File: src/rtl/mem_pkg.sv
// Shared definitions for the data-memory store path: size encodings and
// the store sequencer state enum.
package mem_pkg;

    localparam logic [1:0] SIZE_B = 2'b00;
    localparam logic [1:0] SIZE_H = 2'b01;
    localparam logic [1:0] SIZE_W = 2'b10;
    localparam logic [1:0] SIZE_X = 2'b11;

    typedef enum logic [1:0] {
        IDLE  = 2'd0,
        BEAT0 = 2'd1,
        BEAT1 = 2'd2
    } state_t;

    function automatic logic size_legal(input logic [1:0] size);
        return size != SIZE_X;
    endfunction

endpackage

File: src/rtl/store_split_ctrl_if.sv
// Store request / dmem write bus seen by the store sequencer. The slave
// modport is the controller's view, the master modport the environment's.
interface store_split_ctrl_if #(
    parameter int AWIDTH = 32
);

    logic              req_valid;
    logic              req_ready;
    logic [AWIDTH-1:0] req_addr;
    logic [31:0]       req_data;
    logic [1:0]        req_size;

    logic              mem_valid;
    logic              mem_ready;
    logic [AWIDTH-1:0] mem_addr;
    logic [3:0]        mem_we;
    logic [31:0]       mem_wdata;

    logic              busy;
    logic              err;

    modport slave (
        input  req_valid, req_addr, req_data, req_size, mem_ready,
        output req_ready, mem_valid, mem_addr, mem_we, mem_wdata, busy, err
    );

    modport master (
        output req_valid, req_addr, req_data, req_size, mem_ready,
        input  req_ready, mem_valid, mem_addr, mem_we, mem_wdata, busy, err
    );

endinterface

File: src/rtl/store_lane_gen.sv
// Combinational lane generator: turns byte offset, size and raw store data
// into an 8-lane write mask and 64-bit lane-positioned data spanning two words.
module store_lane_gen
    import mem_pkg::*;
(
    input  logic [1:0]  off,
    input  logic [1:0]  size,
    input  logic [31:0] data,
    output logic [7:0]  lane_mask,
    output logic [63:0] lane_data
);

    logic [3:0]  base_mask;
    logic [31:0] base_data;

    // Illegal size yields an empty mask so nothing can be written by accident.
    always_comb begin
        base_mask = 4'b0000;
        base_data = 32'h0;
        case (size)
            SIZE_B: begin
                base_mask = 4'b0001;
                base_data = {24'h0, data[7:0]};
            end
            SIZE_H: begin
                base_mask = 4'b0011;
                base_data = {16'h0, data[15:0]};
            end
            SIZE_W: begin
                base_mask = 4'b1111;
                base_data = data;
            end
            default: begin
                base_mask = 4'b0000;
                base_data = 32'h0;
            end
        endcase
        lane_mask = {4'b0000, base_mask} << off;
        lane_data = {32'h0, base_data} << {off, 3'b000};
    end

endmodule

File: src/rtl/store_split_ctrl.sv
// Store sequencer in front of the dmem write port: issues each store as one
// or two word-aligned beats, splitting stores that straddle a word boundary.
module store_split_ctrl
    import mem_pkg::*;
#(
    parameter int AWIDTH = 32
) (
    input  logic             clk,
    input  logic             rst,
    store_split_ctrl_if.slave bus
);

    state_t state, next_state;

    logic              valid_q, valid_d;
    logic [AWIDTH-1:0] addr_q, addr_d;
    logic [3:0]        we_q, we_d;
    logic [31:0]       wdata_q, wdata_d;
    logic [3:0]        hi_we_q, hi_we_d;
    logic [31:0]       hi_wdata_q, hi_wdata_d;
    logic              err_q, err_d;

    logic [7:0]        lane_mask;
    logic [63:0]       lane_data;
    logic [AWIDTH-1:0] base_addr;

    store_lane_gen u_lane_gen (
        .off       (bus.req_addr[1:0]),
        .size      (bus.req_size),
        .data      (bus.req_data),
        .lane_mask (lane_mask),
        .lane_data (lane_data)
    );

    assign base_addr = {bus.req_addr[AWIDTH-1:2], 2'b00};

    assign bus.req_ready = (state == IDLE);
    assign bus.busy      = (state != IDLE);
    assign bus.mem_valid = valid_q;
    assign bus.mem_addr  = addr_q;
    assign bus.mem_we    = we_q;
    assign bus.mem_wdata = wdata_q;
    assign bus.err       = err_q;

    always_ff @(posedge clk or posedge rst) begin
        if (rst) begin
            state <= IDLE;
        end else begin
            state <= next_state;
        end
    end

    // The upper-word beat is captured at accept time so the request inputs
    // are free to change while the split store drains.
    always_comb begin
        next_state = state;
        valid_d    = valid_q;
        addr_d     = addr_q;
        we_d       = we_q;
        wdata_d    = wdata_q;
        hi_we_d    = hi_we_q;
        hi_wdata_d = hi_wdata_q;
        err_d      = 1'b0;

        case (state)
            IDLE: begin
                valid_d = 1'b0;
                addr_d  = '0;
                we_d    = 4'b0000;
                wdata_d = 32'h0;
                if (bus.req_valid) begin
                    if (size_legal(bus.req_size)) begin
                        next_state = BEAT0;
                        valid_d    = 1'b1;
                        addr_d     = base_addr;
                        we_d       = lane_mask[3:0];
                        wdata_d    = lane_data[31:0];
                        hi_we_d    = lane_mask[7:4];
                        hi_wdata_d = lane_data[63:32];
                    end else begin
                        err_d = 1'b1;
                    end
                end
            end
            BEAT0: begin
                if (bus.mem_ready) begin
                    if (hi_we_q != 4'b0000) begin
                        next_state = BEAT1;
                        addr_d     = addr_q + AWIDTH'(4);
                        we_d       = hi_we_q;
                        wdata_d    = hi_wdata_q;
                    end else begin
                        next_state = IDLE;
                        valid_d    = 1'b0;
                        addr_d     = '0;
                        we_d       = 4'b0000;
                        wdata_d    = 32'h0;
                    end
                end
            end
            BEAT1: begin
                if (bus.mem_ready) begin
                    next_state = IDLE;
                    valid_d    = 1'b0;
                    addr_d     = '0;
                    we_d       = 4'b0000;
                    wdata_d    = 32'h0;
                end
            end
            default: begin
                next_state = IDLE;
                valid_d    = 1'b0;
                addr_d     = '0;
                we_d       = 4'b0000;
                wdata_d    = 32'h0;
            end
        endcase
    end

    always_ff @(posedge clk or posedge rst) begin
        if (rst) begin
            valid_q    <= 1'b0;
            addr_q     <= '0;
            we_q       <= 4'b0000;
            wdata_q    <= 32'h0;
            hi_we_q    <= 4'b0000;
            hi_wdata_q <= 32'h0;
            err_q      <= 1'b0;
        end else begin
            valid_q    <= valid_d;
            addr_q     <= addr_d;
            we_q       <= we_d;
            wdata_q    <= wdata_d;
            hi_we_q    <= hi_we_d;
            hi_wdata_q <= hi_wdata_d;
            err_q      <= err_d;
        end
    end

endmodule
File: src/flat_wrapper.sv
// flat-port wrapper written by rule: the top's interface ports become plain ports
module store_split_ctrl_flat import mem_pkg::*;
#(
    parameter int AWIDTH = 32
)
  (clk, rst, bus_req_valid, bus_req_addr, bus_req_data, bus_req_size, bus_mem_ready, bus_req_ready, bus_mem_valid, bus_mem_addr, bus_mem_we, bus_mem_wdata, bus_busy, bus_err);
  store_split_ctrl_if #(.AWIDTH(AWIDTH)) bus_i ();
  input  logic clk;
  input  logic rst;
  input wire logic [$bits(bus_i.req_valid)-1:0] bus_req_valid;
  input wire logic [$bits(bus_i.req_addr)-1:0] bus_req_addr;
  input wire logic [$bits(bus_i.req_data)-1:0] bus_req_data;
  input wire logic [$bits(bus_i.req_size)-1:0] bus_req_size;
  input wire logic [$bits(bus_i.mem_ready)-1:0] bus_mem_ready;
  output wire logic [$bits(bus_i.req_ready)-1:0] bus_req_ready;
  output wire logic [$bits(bus_i.mem_valid)-1:0] bus_mem_valid;
  output wire logic [$bits(bus_i.mem_addr)-1:0] bus_mem_addr;
  output wire logic [$bits(bus_i.mem_we)-1:0] bus_mem_we;
  output wire logic [$bits(bus_i.mem_wdata)-1:0] bus_mem_wdata;
  output wire logic [$bits(bus_i.busy)-1:0] bus_busy;
  output wire logic [$bits(bus_i.err)-1:0] bus_err;
  assign bus_i.req_valid = bus_req_valid;
  assign bus_i.req_addr = bus_req_addr;
  assign bus_i.req_data = bus_req_data;
  assign bus_i.req_size = bus_req_size;
  assign bus_i.mem_ready = bus_mem_ready;
  assign bus_req_ready = bus_i.req_ready;
  assign bus_mem_valid = bus_i.mem_valid;
  assign bus_mem_addr = bus_i.mem_addr;
  assign bus_mem_we = bus_i.mem_we;
  assign bus_mem_wdata = bus_i.mem_wdata;
  assign bus_busy = bus_i.busy;
  assign bus_err = bus_i.err;
  store_split_ctrl #(.AWIDTH(AWIDTH)) u_core (.clk(clk), .rst(rst), .bus(bus_i));
endmodule
File: config.mk
export PLATFORM = sky130hd
export DESIGN_NAME = store_split_ctrl_flat
export DESIGN_NICKNAME = d
export VERILOG_FILES = /design/src/rtl/mem_pkg.sv /design/src/rtl/store_split_ctrl_if.sv /design/src/rtl/store_lane_gen.sv /design/src/rtl/store_split_ctrl.sv /design/src/flat_wrapper.sv
export SDC_FILE = /design/constraint.sdc
export NUM_CORES = 1
export LEC_CHECK = 0
export CAP_MARGIN = 10
export CORE_MARGIN = 5
export CORE_UTILIZATION = 48
export CTS_CLUSTER_SIZE = 25
export DETAILED_ROUTE_END_ITERATION = 10
export PLACE_DENSITY_LB_ADDON = 0.1
export SLEW_MARGIN = 0
export SYNTH_ARGS = -nofsm -noshare
export SYNTH_HDL_FRONTEND = slang
export SYNTH_SLANG_ARGS = --single-unit
File: constraint.sdc
create_clock -name clk -period 4.4 [get_ports clk]
set_input_delay 1.32 -clock clk [delete_from_list [all_inputs] [get_ports clk]]
set_output_delay 1.32 -clock clk [all_outputs]
set_load 0.03 [all_outputs]
# Word level (Yosys, flattened, before mapping)
# Index checks and enable logic that the tools add are counted.
[classes]
n_addsub = 1
n_mul = 0
div_mod_pow = 0
n_lt_le_gt_ge = 0
n_eq_ne = 10
shifts = 2
mux = 34
n_bitwise = 0
reduce_logical = 8
[op_table]
columns = ["cell", "count"]
rows = [
  ["2-to-1 mux 32 bit", 9],
  ["case mux 32 bit (3 select lines)", 3],
  ["<< shifter 32 x 5 -> 64 bit", 1],
  ["adder 32 x 3 -> 32 bit, second input constant", 1],
  ["case mux 4 bit (3 select lines)", 2],
  ["2-to-1 mux 4 bit", 5],
  ["2-to-1 mux 2 bit", 5],
  ["inequality test 2 bit, second input constant", 5],
  ["2-to-1 mux 1 bit", 8],
  ["<< shifter 4 x 2 -> 8 bit", 1],
  ["case mux 2 bit (3 select lines)", 1],
  ["AND reduction 3 bit", 2],
  ["== test 2 x 1 -> 1 bit, second input constant", 2],
  ["== test 2 bit, second input constant", 2],
  ["zero test 2 bit", 2],
  ["AND reduction 4 bit", 1],
  ["nonzero test 4 bit", 1],
  ["case mux 1 bit (3 select lines)", 1],
  ["inequality test 2 x 1 -> 1 bit, second input constant", 1],
  ["AND reduction 2 bit", 1],
  ["nonzero test 2 bit", 1],
]
[totals]
ff_bits = 108
latch_bits = 0
ramBits = 0
rom_bits = 0
inputBits = 70
out_inout_bits = 72
wordCells = 63
mem_count = 0

# Depth between registers and ports, before layout
# Gate-level depths: netlist (run 1).
[depth]
ltp_word = 6
depth_mapped = 8
depth_no_buf = 7

# Cells and area by module
# A second synthesis (run 1) with hierarchy kept.
[unflattened]
hier_cells = 710
area_unflattened_um2 = 6236.0
[modules_own_cells]
columns = ["module", "instances", "cells_per_inst", "area_per_inst_um2", "seq_area_each_um2"]
rows = [
  ["store_split_ctrl", 1, 558, 5142.4, 2652.5],
  ["store_lane_gen", 1, 152, 1093.5, 0.0],
]

# Least setup slack after synthesis (run 1)
# No wires, ideal clock.
[synth_timing]
kind = "input to register"
startpoint = "input port bus_req_size[0]"
endpoint = "register u_core.wdata_q[10] (netlist: u_core.bus.mem_wdata[10])"
setup_time_ns = 0.126
arrival_time_ns = 2.760
required_ns = 4.274
path_slack_ns = 1.514
path_stages = 8
path_buffers = 1
path_cell_list = "inv_1 -> ha_1 -> or2_2 -> clkbuf_1 -> nor3b_2 -> a22oi_1 -> nor3_1 -> a221o_1"
[synth_between]
elab_chain_len = 6
word_cells_on_any_way = 9
cone_classes = "eq/ne: 3; shift: 1; mux: 4; reduce/logical: 1"
[synth_rtl]
columns = ["element", "line_no", "text"]
rows = [
  ["start: declaration", "flat_wrapper.sv:13", "input wire logic [$bits(bus_i.req_size)-1:0] bus_req_size;"],
  ["== test 2 bit (tied with other cells)", "store_lane_gen.sv:20", "case (size)"],
  ["case mux 32 bit (3 select lines)", "store_lane_gen.sv:20", ""],
  ["<< shifter 32 x 5 -> 64 bit", "store_lane_gen.sv:39", "lane_data = {32'h0, base_data} << {off, 3'b000};"],
  ["2-to-1 mux 32 bit (*)", "store_split_ctrl.sv:72", "if (size_legal(bus.req_size)) begin"],
  ["2-to-1 mux 32 bit (*)", "store_split_ctrl.sv:71", "if (bus.req_valid) begin"],
  ["case mux 32 bit (3 select lines) (*)", "store_split_ctrl.sv:65", "case (state)"],
  ["end signal: assignment", "store_split_ctrl.sv:133", "wdata_q <= wdata_d;"],
  ["end: declaration", "store_split_ctrl.sv:18", "logic [31:0] wdata_q, wdata_d;"],
]
# Mark *: on every way between the ends. The rest lies on a longest branch, timed or not.
# A chain may end at the register's enable or synchronous reset.

# Worst setup path in the final report (run 1)
[layout_timing]
startpoint = "input port bus_req_addr[0]"
endpoint = "register u_core.wdata_q[12] (netlist: u_core.bus.mem_wdata[12])"
[layout_between]
elab_chain_len = 4
[layout_rtl]
columns = ["element", "line_no", "text"]
rows = [
  ["start: declaration", "flat_wrapper.sv:11", "input wire logic [$bits(bus_i.req_addr)-1:0] bus_req_addr;"],
  ["<< shifter 32 x 5 -> 64 bit", "store_lane_gen.sv:39", ""],
  ["2-to-1 mux 32 bit", "store_split_ctrl.sv:72", ""],
  ["2-to-1 mux 32 bit", "store_split_ctrl.sv:71", ""],
  ["case mux 32 bit (3 select lines)", "store_split_ctrl.sv:65", ""],
]
# No other way between the ends.

==> results.toml, run 1 <==
[power]
internal-power_uw = 2013
p_clk_frac = 0.201
power_switching_uw = 1419
p_comb_frac = 0.419
p_sw_frac = 0.4135
ir_drop_mv = 0.2535
seq_power_share = 0.381
powerDensity_nw_per_um2 = 506.2
power.leakage_uw = 0.002794

[sta]
fin_crit_sh = 0.7901
drv_slew = 0
fin_setup_tns_ns = 0
slew_headroom = 0.2520
max_freq_mhz = 287.7
finalHoldViolations = 0
rsz0062_at_grt = "false"
fin_ws_ns = 0.9236
setup_viol = 0
period_needed_ns = 3.476
finClkSkew_ns = 0.01654
worstMarginPinSlew_ns = 1.113

[floorplan]
row_count = 37
die_area_um2 = 12590
die_y_um = 112.2
die_w_um = 112.2
core-area_um2 = 10280
start_util = 0.4879
io_pins = 142

[clock_network]
cts_made_buffers = 9
clock-sinks = 97
cts.clk_slew.worst_paths_ns = 0.09
clockBufferDepth = 2
clock_latency_ns = 0.36
hold_buffers = 0
cts_post_setup_buffers_inserted = 0
cts_resized = 0
cts_tree = "yes"
ctsHtreeMaxLevel = 3
cts_root_buffer = "clkbuf_8"

[placement]
hpwl_mm = 11.30
io_buffers = 139
pre_cts_ws_ns = 0.6192
gp_congestion = 0.8922

[setup_path]
cp_data_arrival_time_ns = 3.76
cp_cell_sequence = "clkdlybuf4s50_1 -> inv_1 -> nor3_1 -> a22oi_1 -> nor3_1 -> a221o_1"
cp_slowest_cell = "nor3_1"
crit_fanout = 11
cp.required_ns = 4.69
slowest_delay_ns = 0.90
path_buf_inv = 2
cp-end-kind = "flip-flop"
crit_family = "simple AND/OR/NAND/NOR gates"
cp_common_cell = "nor3_1"
critical_path_class = "in -> reg"
cp-start-kind = "input port"

[synth]
synth_area_leaders = "dfrtp_1 (48%), a22oi_1 (6.1%), o21ai_0 (5.6%)"
postSynth.asyncResetShare = 1.000
synth_edf_count = 0
synth_seq_cells = 97
syn_area_um2 = 5015
yosys_warnings = 0
synth_most_common_cell = "dfrtp_1"
ys_seq_area_frac = 0.4840
synthDistinctLibCells = 52
synth_cells = 532
synthDominantCellAreaShare = 0.4840
yosysTopAreaCell = "dfrtp_1"
syn_area_per_cell_um2 = 9.426
synthTopCellsByCount = "dfrtp_1 (97), o21ai_0 (56), nand2_1 (50), nor2_1 (44), a22oi_1 (41)"
synthFlopType = "dfrtp_1"

[min_path]
holdCritPathClass = "reg -> reg"

[grt]
overflow = 0
grt_max_degree = 63
grt_pass1_wl_mm = 25.45
track_usage = 0.2477
grt_pass1_vias = 4940
antenna_found_initial = 0

[detailed_routing]
routedWlPerCell_um = 20.21
firstDrtPassIters = 5
viasPerCell = 6.261
via_count = 4996
drc = 0
routed_wl_mm = 16.13
drt-initial-drc-count = 408
antenna_left = 0

[job]
maxCapViolations = 0

[outcome]
outcome = "finished clean"

[final_layout]
num_antenna_cells = 0
areaGrowthSynthToFinish_pct = 35.20
drive_gt1_frac = 0.05891
fillers = 871
nets = 733
==> per-stage QoR <==
step           area (µm²)  utilization  hold slack (ns)  cells  total power [µW]
2_1_floorplan        5019            -           0.4512    533              2135
3_3_place_gp         6548       0.6371           0.4634    783              2729
3_5_place_dp         6548       0.6371           0.4745    783              2759
4_1_cts              6780       0.6597           0.4997    798              3439
5_1_grt              6780       0.6597           0.5124    798              3598
6_report             6780       0.6597           0.4921    798              3432
==> worst min-delay path, stage by stage, from the launching register on <==
cell and delay (ns):
dfrtp_1 0.36, nand2_1 0.05, o21ai_0 0.06
==> layout make-up <==
class / instances / area (µm²) / share of cell area
flip-flops and latches: 97 / 2427 / 0.3580
multi-input cells: 389 / 2420 / 0.3569
repair buffers: 150 / 1486 / 0.2192
well taps: 136 / 170.2 / 0.02510
clock buffers: 10 / 127.6 / 0.01882
clock inverters: 5 / 105.1 / 0.01550
inverters: 11 / 43.79 / 0.006459
==> worst paths after layout <==
path                                         from                       end  slack [ns]  depth (start not counted)
setup reg to reg           u_core.bus.mem_addr[2]   u_core.bus.mem_addr[30]        1.63                          6
setup / recovery                  bus_req_addr[0]  u_core.bus.mem_wdata[12]        0.92                          6
hold reg to reg              u_core.hi_wdata_q[9]      u_core.hi_wdata_q[9]        0.49                          2
hold / removal               u_core.hi_wdata_q[9]      u_core.hi_wdata_q[9]        0.49                          2
max in group asynchronous                     rst  u_core.bus.mem_wdata[29]        2.23                          3
min in group asynchronous                     rst     u_core.hi_wdata_q[10]        1.46                          2
==> metal layers <==
| metal | track usage | wire, µm |
|---|---|---|
| met5 | 0 | 0 |
| met4 | 0.09535 | 410 |
| met3 | 0.04259 | 1396 |
| met2 | 0.4060 | 7872 |
| met1 | 0.3293 | 6451 |
==> power by group through the flow <==
stage	Combinational (µW)	Sequential (µW)	Clock [µW]
CTS	1440	1300	695
finish	1440	1310	688
floorplan	601	1530	0
global placement	1420	1310	0
detailed placement	1440	1320	0
global route	1530	1340	729
==> cell usage in the layout (no fill, tap or decap), drive strengths merged, types with 10 or more instances in the layout <==
master | synthesis | routed
a32oi | 11 | 11
a22o | 11 | 11
nand2 | 51 | 51
a22oi | 41 | 41
clkdlybuf4s50 | 0 | 139
mux2i | 10 | 10
nor2 | 46 | 46
clkbuf | 25 | 10
a21oi | 25 | 25
nand4 | 12 | 12
nand3 | 22 | 22
buf | 11 | 11
dfrtp | 97 | 97
inv | 11 | 11
o21ai | 56 | 56
nor3 | 16 | 16
==> sequential cells by signal, indices dropped and copies added (netlist names) <==
| name | count |
|---|---|
| u_core.bus.err | 1 |
| u_core.bus.mem_addr | 30 |
| u_core.bus.mem_valid | 1 |
| u_core.bus.mem_wdata | 32 |
| u_core.bus.mem_we | 4 |
| u_core.hi_wdata_q | 24 |
| u_core.hi_we_q | 3 |
| u_core.state | 2 |
==> cells by family after synthesis <==
family | share of synthesized area
other cells | 0.0007478
mux | 0.01996
fa+ha+maj | 0.01447
compound gates | 0.2547
buf+inv | 0.03867
simple gates | 0.1734
xor+xnor | 0.01397
flops | 0.4840
Note: power is estimated with default switching activity, not from simulation.
==> run 2, diff against run 1 <==
- CORE_UTILIZATION: 48 -> 44
- clock period: 4.4 -> 2.8 ns (I/O delays scaled with it)
==> results.toml, run 2 (same netlist as run 1, synthesis figures left out) <==
[grt]
grt_max_degree = 98
grt_pass1_vias = 4966
antenna_found_initial = 0
overflow = 0
grt_pass1_wl_mm = 25.64
track_usage = 0.2422

[power]
internal-power_uw = 3364
seq_power_share = 0.359
power.leakage_uw = 0.002947
power_switching_uw = 2293
ir_drop_mv = 0.3885
p_comb_frac = 0.422
p_sw_frac = 0.4054
powerDensity_nw_per_um2 = 796.2
totalPowerFinal_uw = 5657
p_clk_frac = 0.219

[sta]
drv_slew = 0
setup_viol = 0
rsz0062_at_grt = "true"
worstMarginPinSlew_ns = 1.130
finalHoldViolations = 0
fin_crit_sh = 0.9732
period_needed_ns = 2.725
finClkSkew_ns = 0.01303
slew_headroom = 0.2450
fin_setup_tns_ns = 0
max_freq_mhz = 367.0

[final_layout]
final_common_cell = "clkdlybuf4s50_1"
fin_util = 0.6304
nets = 754
num_antenna_cells = 0
layout_common_cells = "clkdlybuf4s50_1 (139), dfrtp_1 (97), o21ai_0 (56)"
largest_reg_flops = 32
design_area_um2 = 7106
areaGrowthSynthToFinish_pct = 41.69
drive_gt1_frac = 0.09503

[placement]
gp_congestion = 0.8865
io_buffers = 139
place_area_um2 = 6778
hpwl_mm = 11.62

[setup_path]
cp-end-kind = "flip-flop"
critical_path_class = "in -> reg"
cp_data_arrival_time_ns = 2.98
cp.required_ns = 3.06
cp-start-kind = "input port"
crit_fanout = 8

[detailed_routing]
antenna_left = 0
drt-initial-drc-count = 461
firstDrtPassIters = 5
routedWlPerCell_um = 19.74
via_count = 4964
viasPerCell = 6.002
routed_wl_mm = 16.33
drc = 0

[clock_network]
ctsHtreeMaxLevel = 3
cts_resized = 0
cts_root_buffer = "clkbuf_16"
hold_buffers = 0
clock-sinks = 97
cts_post_setup_buffers_inserted = 0
cts_tree = "yes"
clockBufferDepth = 2
clock_latency_ns = 0.35
cts.clk_slew.worst_paths_ns = 0.07
cts_made_buffers = 9

[floorplan]
die_w_um = 116.8
row_count = 39
die_area_um2 = 13630
io_pins = 142
start_util = 0.4449
core-area_um2 = 11270
die_y_um = 116.8

[outcome]
outcome = "finished clean"

[min_path]
holdCritPathClass = "reg -> reg"

[job]
maxCapViolations = 0
[run 2: area by class of cell]
| type | count | area [µm²] |
|---|---|---|
| repair buffers | 171 | 1707 |
| multi-input cells | 389 | 2451 |
| clock inverters | 5 | 63.81 |
| clock buffers | 11 | 232.7 |
| flip-flops and latches | 97 | 2427 |
| well taps | 143 | 178.9 |
| fillers | 988 | 4167 |
| inverters | 11 | 45.04 |
[run 2: metrics by stage]
stage          instances  hold slack, ns  setup slack, ns
2_1_floorplan        533          0.4512           0.3938
3_3_place_gp         811          0.4648          -0.2844
3_5_place_dp         811          0.4770          -0.2948
4_1_cts              827          0.4922          0.04043
5_1_grt              827          0.5123          -0.1030
6_report             827          0.4906          0.07505
[run 2: power groups by stage]
stage	combinational (µW)	sequential, µW	clock [µW]
2_1_floorplan	945	2410	0
3_3_place_gp	2370	2030	0
3_5_place_dp	2390	2050	0
4_1_cts	2400	2020	1270
5_1_grt	2560	2080	1330
6_report	2390	2030	1240
[run 2: final timing paths]
path / from / endpoint / slack (ns) / cells after the start
max reg2reg: u_core.bus.mem_addr[3] / u_core.bus.mem_addr[30] / 0.78 / 7
min: u_core.hi_wdata_q[15] / u_core.hi_wdata_q[15] / 0.49 / 2
max: bus_req_size[0] / u_core.bus.mem_wdata[22] / 0.08 / 7
min in group asynchronous: rst / u_core.bus.mem_addr[9] / 0.98 / 3
min reg2reg: u_core.hi_wdata_q[15] / u_core.hi_wdata_q[15] / 0.49 / 2
max in group asynchronous: rst / u_core.bus.mem_wdata[12] / 1.37 / 3
[run 2: critical path: stages]
cell	delay [ns]
clkdlybuf4s50_1	0.46
inv_1	0.11
ha_1	0.20
nor3_2	0.08
nor3b_1	0.90
a21oi_1	0.17
o21ai_0	0.21
[run 2: routing by layer]
layer  vias to the layer above  GRT usage  routed length (µm)
met5                         -          0                   0
met4                         0    0.09557                 433
met3                        28    0.05026                1265
met2                       217     0.4008                8085
met1                      2419     0.3115                6543
li1                       2300          -                   -
==> run 3, diff against run 2 <==
- CORE_UTILIZATION: 44 -> 48
- PLACE_DENSITY: default -> 0.8
- PLACE_DENSITY_LB_ADDON: 0.1 -> default
- clock period: 2.8 -> 2.7 ns (I/O delays scaled with it)
==> results.toml, run 3 (same netlist as run 1, synthesis figures left out) <==
[clock_network]
clockBufferDepth = 2
cts_root_buffer = "clkbuf_8"
cts_made_buffers = 9
cts.clk_slew.worst_paths_ns = 0.09
cts_post_setup_buffers_inserted = 0
hold_buffers = 0
ctsHtreeMaxLevel = 3
clock_latency_ns = 0.37
clock-sinks = 97
cts_tree = "yes"

[grt]
track_usage = 0.2590
overflow = 0
grt_pass1_wl_mm = 26.65
grt_pass1_vias = 5131
grt_max_degree = 98
antenna_found_initial = 0

[min_path]
holdCritPathClass = "reg -> reg"
min_from = "u_core.bus.mem_we[3]"
hold_path_depth = 2
hold_end = "u_core.bus.mem_we[3]"

[floorplan]
row_count = 37
die_area_um2 = 12590
start_util = 0.4879
die_w_um = 112.2
io_pins = 142
core-area_um2 = 10280
die_y_um = 112.2

[setup_path]
slowest_delay_ns = 0.66
cp-end-kind = "primary output"
cp_cell_sequence = "nor2_2 -> inv_1 -> clkdlybuf4s50_1"
cp_data_arrival_time_ns = 1.76
rr_endpoint = "u_core.bus.mem_addr[30]"
critical_path_class = "reg -> out"
rr_startpoint = "u_core.bus.mem_addr[2]"
cp.required_ns = 1.89
crit_fanout = 9
r2r_slack_ns = 0.62
path_buf_inv = 2
r2r.worst_path.cells = 7
cp_slowest_cell = "clkdlybuf4s50_1"
cp-start-kind = "flip-flop"
crit_family = "buffers and inverters"

[detailed_routing]
drt-initial-drc-count = 525
wl_met1_mm = 6.553
routedWlPerCell_um = 19.97
drc = 0
viasPerCell = 6.288
met3RoutedLength_mm = 1.550
highest_layer = "met4"
via_count = 5169
antenna_left = 0
firstDrtPassIters = 5
routed_wl_mm = 16.42
wl_met2_mm = 7.872

[final_layout]
largest_reg_flops = 32
drive_gt1_frac = 0.1006
areaGrowthSynthToFinish_pct = 39.99
nets = 756
design_area_um2 = 7020
final_common_cell = "clkdlybuf4s50_1"
num_antenna_cells = 0
fin_cells = 822
layout_common_cells = "clkdlybuf4s50_1 (138), dfrtp_1 (97), o21ai_0 (56)"

[sta]
slew_headroom = 0.4603
fin_hold_ws_ns = 0.5017
period_needed_ns = 2.572
drv_slew = 0
setup_viol = 0
max_freq_mhz = 388.8
worstMarginPinSlew_ns = 0.8028
rsz0062_at_grt = "true"
fin_crit_sh = 0.9525
finClkSkew_ns = 0.01543
finalHoldViolations = 0

[outcome]
outcome = "finished clean"

[power]
ir_drop_mv = 0.4523
powerDensity_nw_per_um2 = 797.4
power.leakage_uw = 0.002921
totalPowerFinal_uw = 5598

[placement]
hpwl_mm = 11.56
io_buffers = 139
place_area_um2 = 6797
place_inst = 806
gp_congestion = 0.9402

[job]
maxCapViolations = 0
-- run 3: cell types whose count changed in the layout (fill, tap and decap cells not counted), sizes merged --
cell,before,now
clkinvlp,2,1
clkdlybuf4s50,139,138
dlygate4sd2,0,1
inv,11,12
buf,32,34
-- run 3: power by group --
part | switching [µW] | leakage [µW] | internal [µW]
registers | 351 | 0.00132 | 1770
clock network | 533 | 0.000104 | 462
logic | 1480 | 0.00150 | 1000
total | 2370 | 0.00292 | 3230
-- run 3: worst max-delay path by stage --
stage / slack [ns] / start / end / cells after the start
floorplan: 0.32 / bus_req_size[0] / u_core.bus.mem_wdata[10] / 8
global placement: -0.24 / bus_req_size[0] / u_core.bus.mem_wdata[14] / 8
detailed placement: -0.36 / bus_req_size[0] / u_core.bus.mem_wdata[14] / 8
CTS: 0.06 / u_core.state[0] / bus_busy / 3
global route: -0.001 / bus_req_size[0] / u_core.bus.mem_wdata[10] / 8
finish: 0.13 / u_core.state[0] / bus_busy / 3
-- run 3: layout make-up --
class / instances / area, µm²
clock buffer: 11 / 141.4
clock inverter: 5 / 61.31
fill: 829 / 3257
inverter: 11 / 45.04
multi-input combinational: 389 / 2442
sequential: 97 / 2427
tap: 136 / 170.2
timing repair buffer: 173 / 1733
-- run 3: timing repair --
item	4_1_cts	5_1_grt
pin swaps	0	0
gates resized for setup	2	5
endpoints found under the setup margin	2	11
-- run 3: stage by stage --
step / util / worst slack (ns) / TNS [ns]
floorplan: - / 0.3238 / 0
global placement: 0.6613 / -0.2411 / -5.582
detailed placement: 0.6613 / -0.3594 / -9.479
CTS: 0.6814 / 0.06330 / 0
global route: 0.6831 / -0.001449 / -0.001449
finish: 0.6831 / 0.1283 / 0
-- run 3: worst register-to-register path, stage by stage (launching register included) --
cell,delay [ns]
dfrtp_1,0.47
ha_1,0.29
nand4_1,0.18
nor4_2,0.34
buf_4,0.23
nand4_1,0.15
o31ai_1,0.22
o21bai_1,0.14
-- run 3: metal layers --
metal,GRT usage,vias to the layer above
li1,-,2306
met1,0.3365,2495
met2,0.4283,327
met5,0,-
met4,0.09856,0
met3,0.05283,41
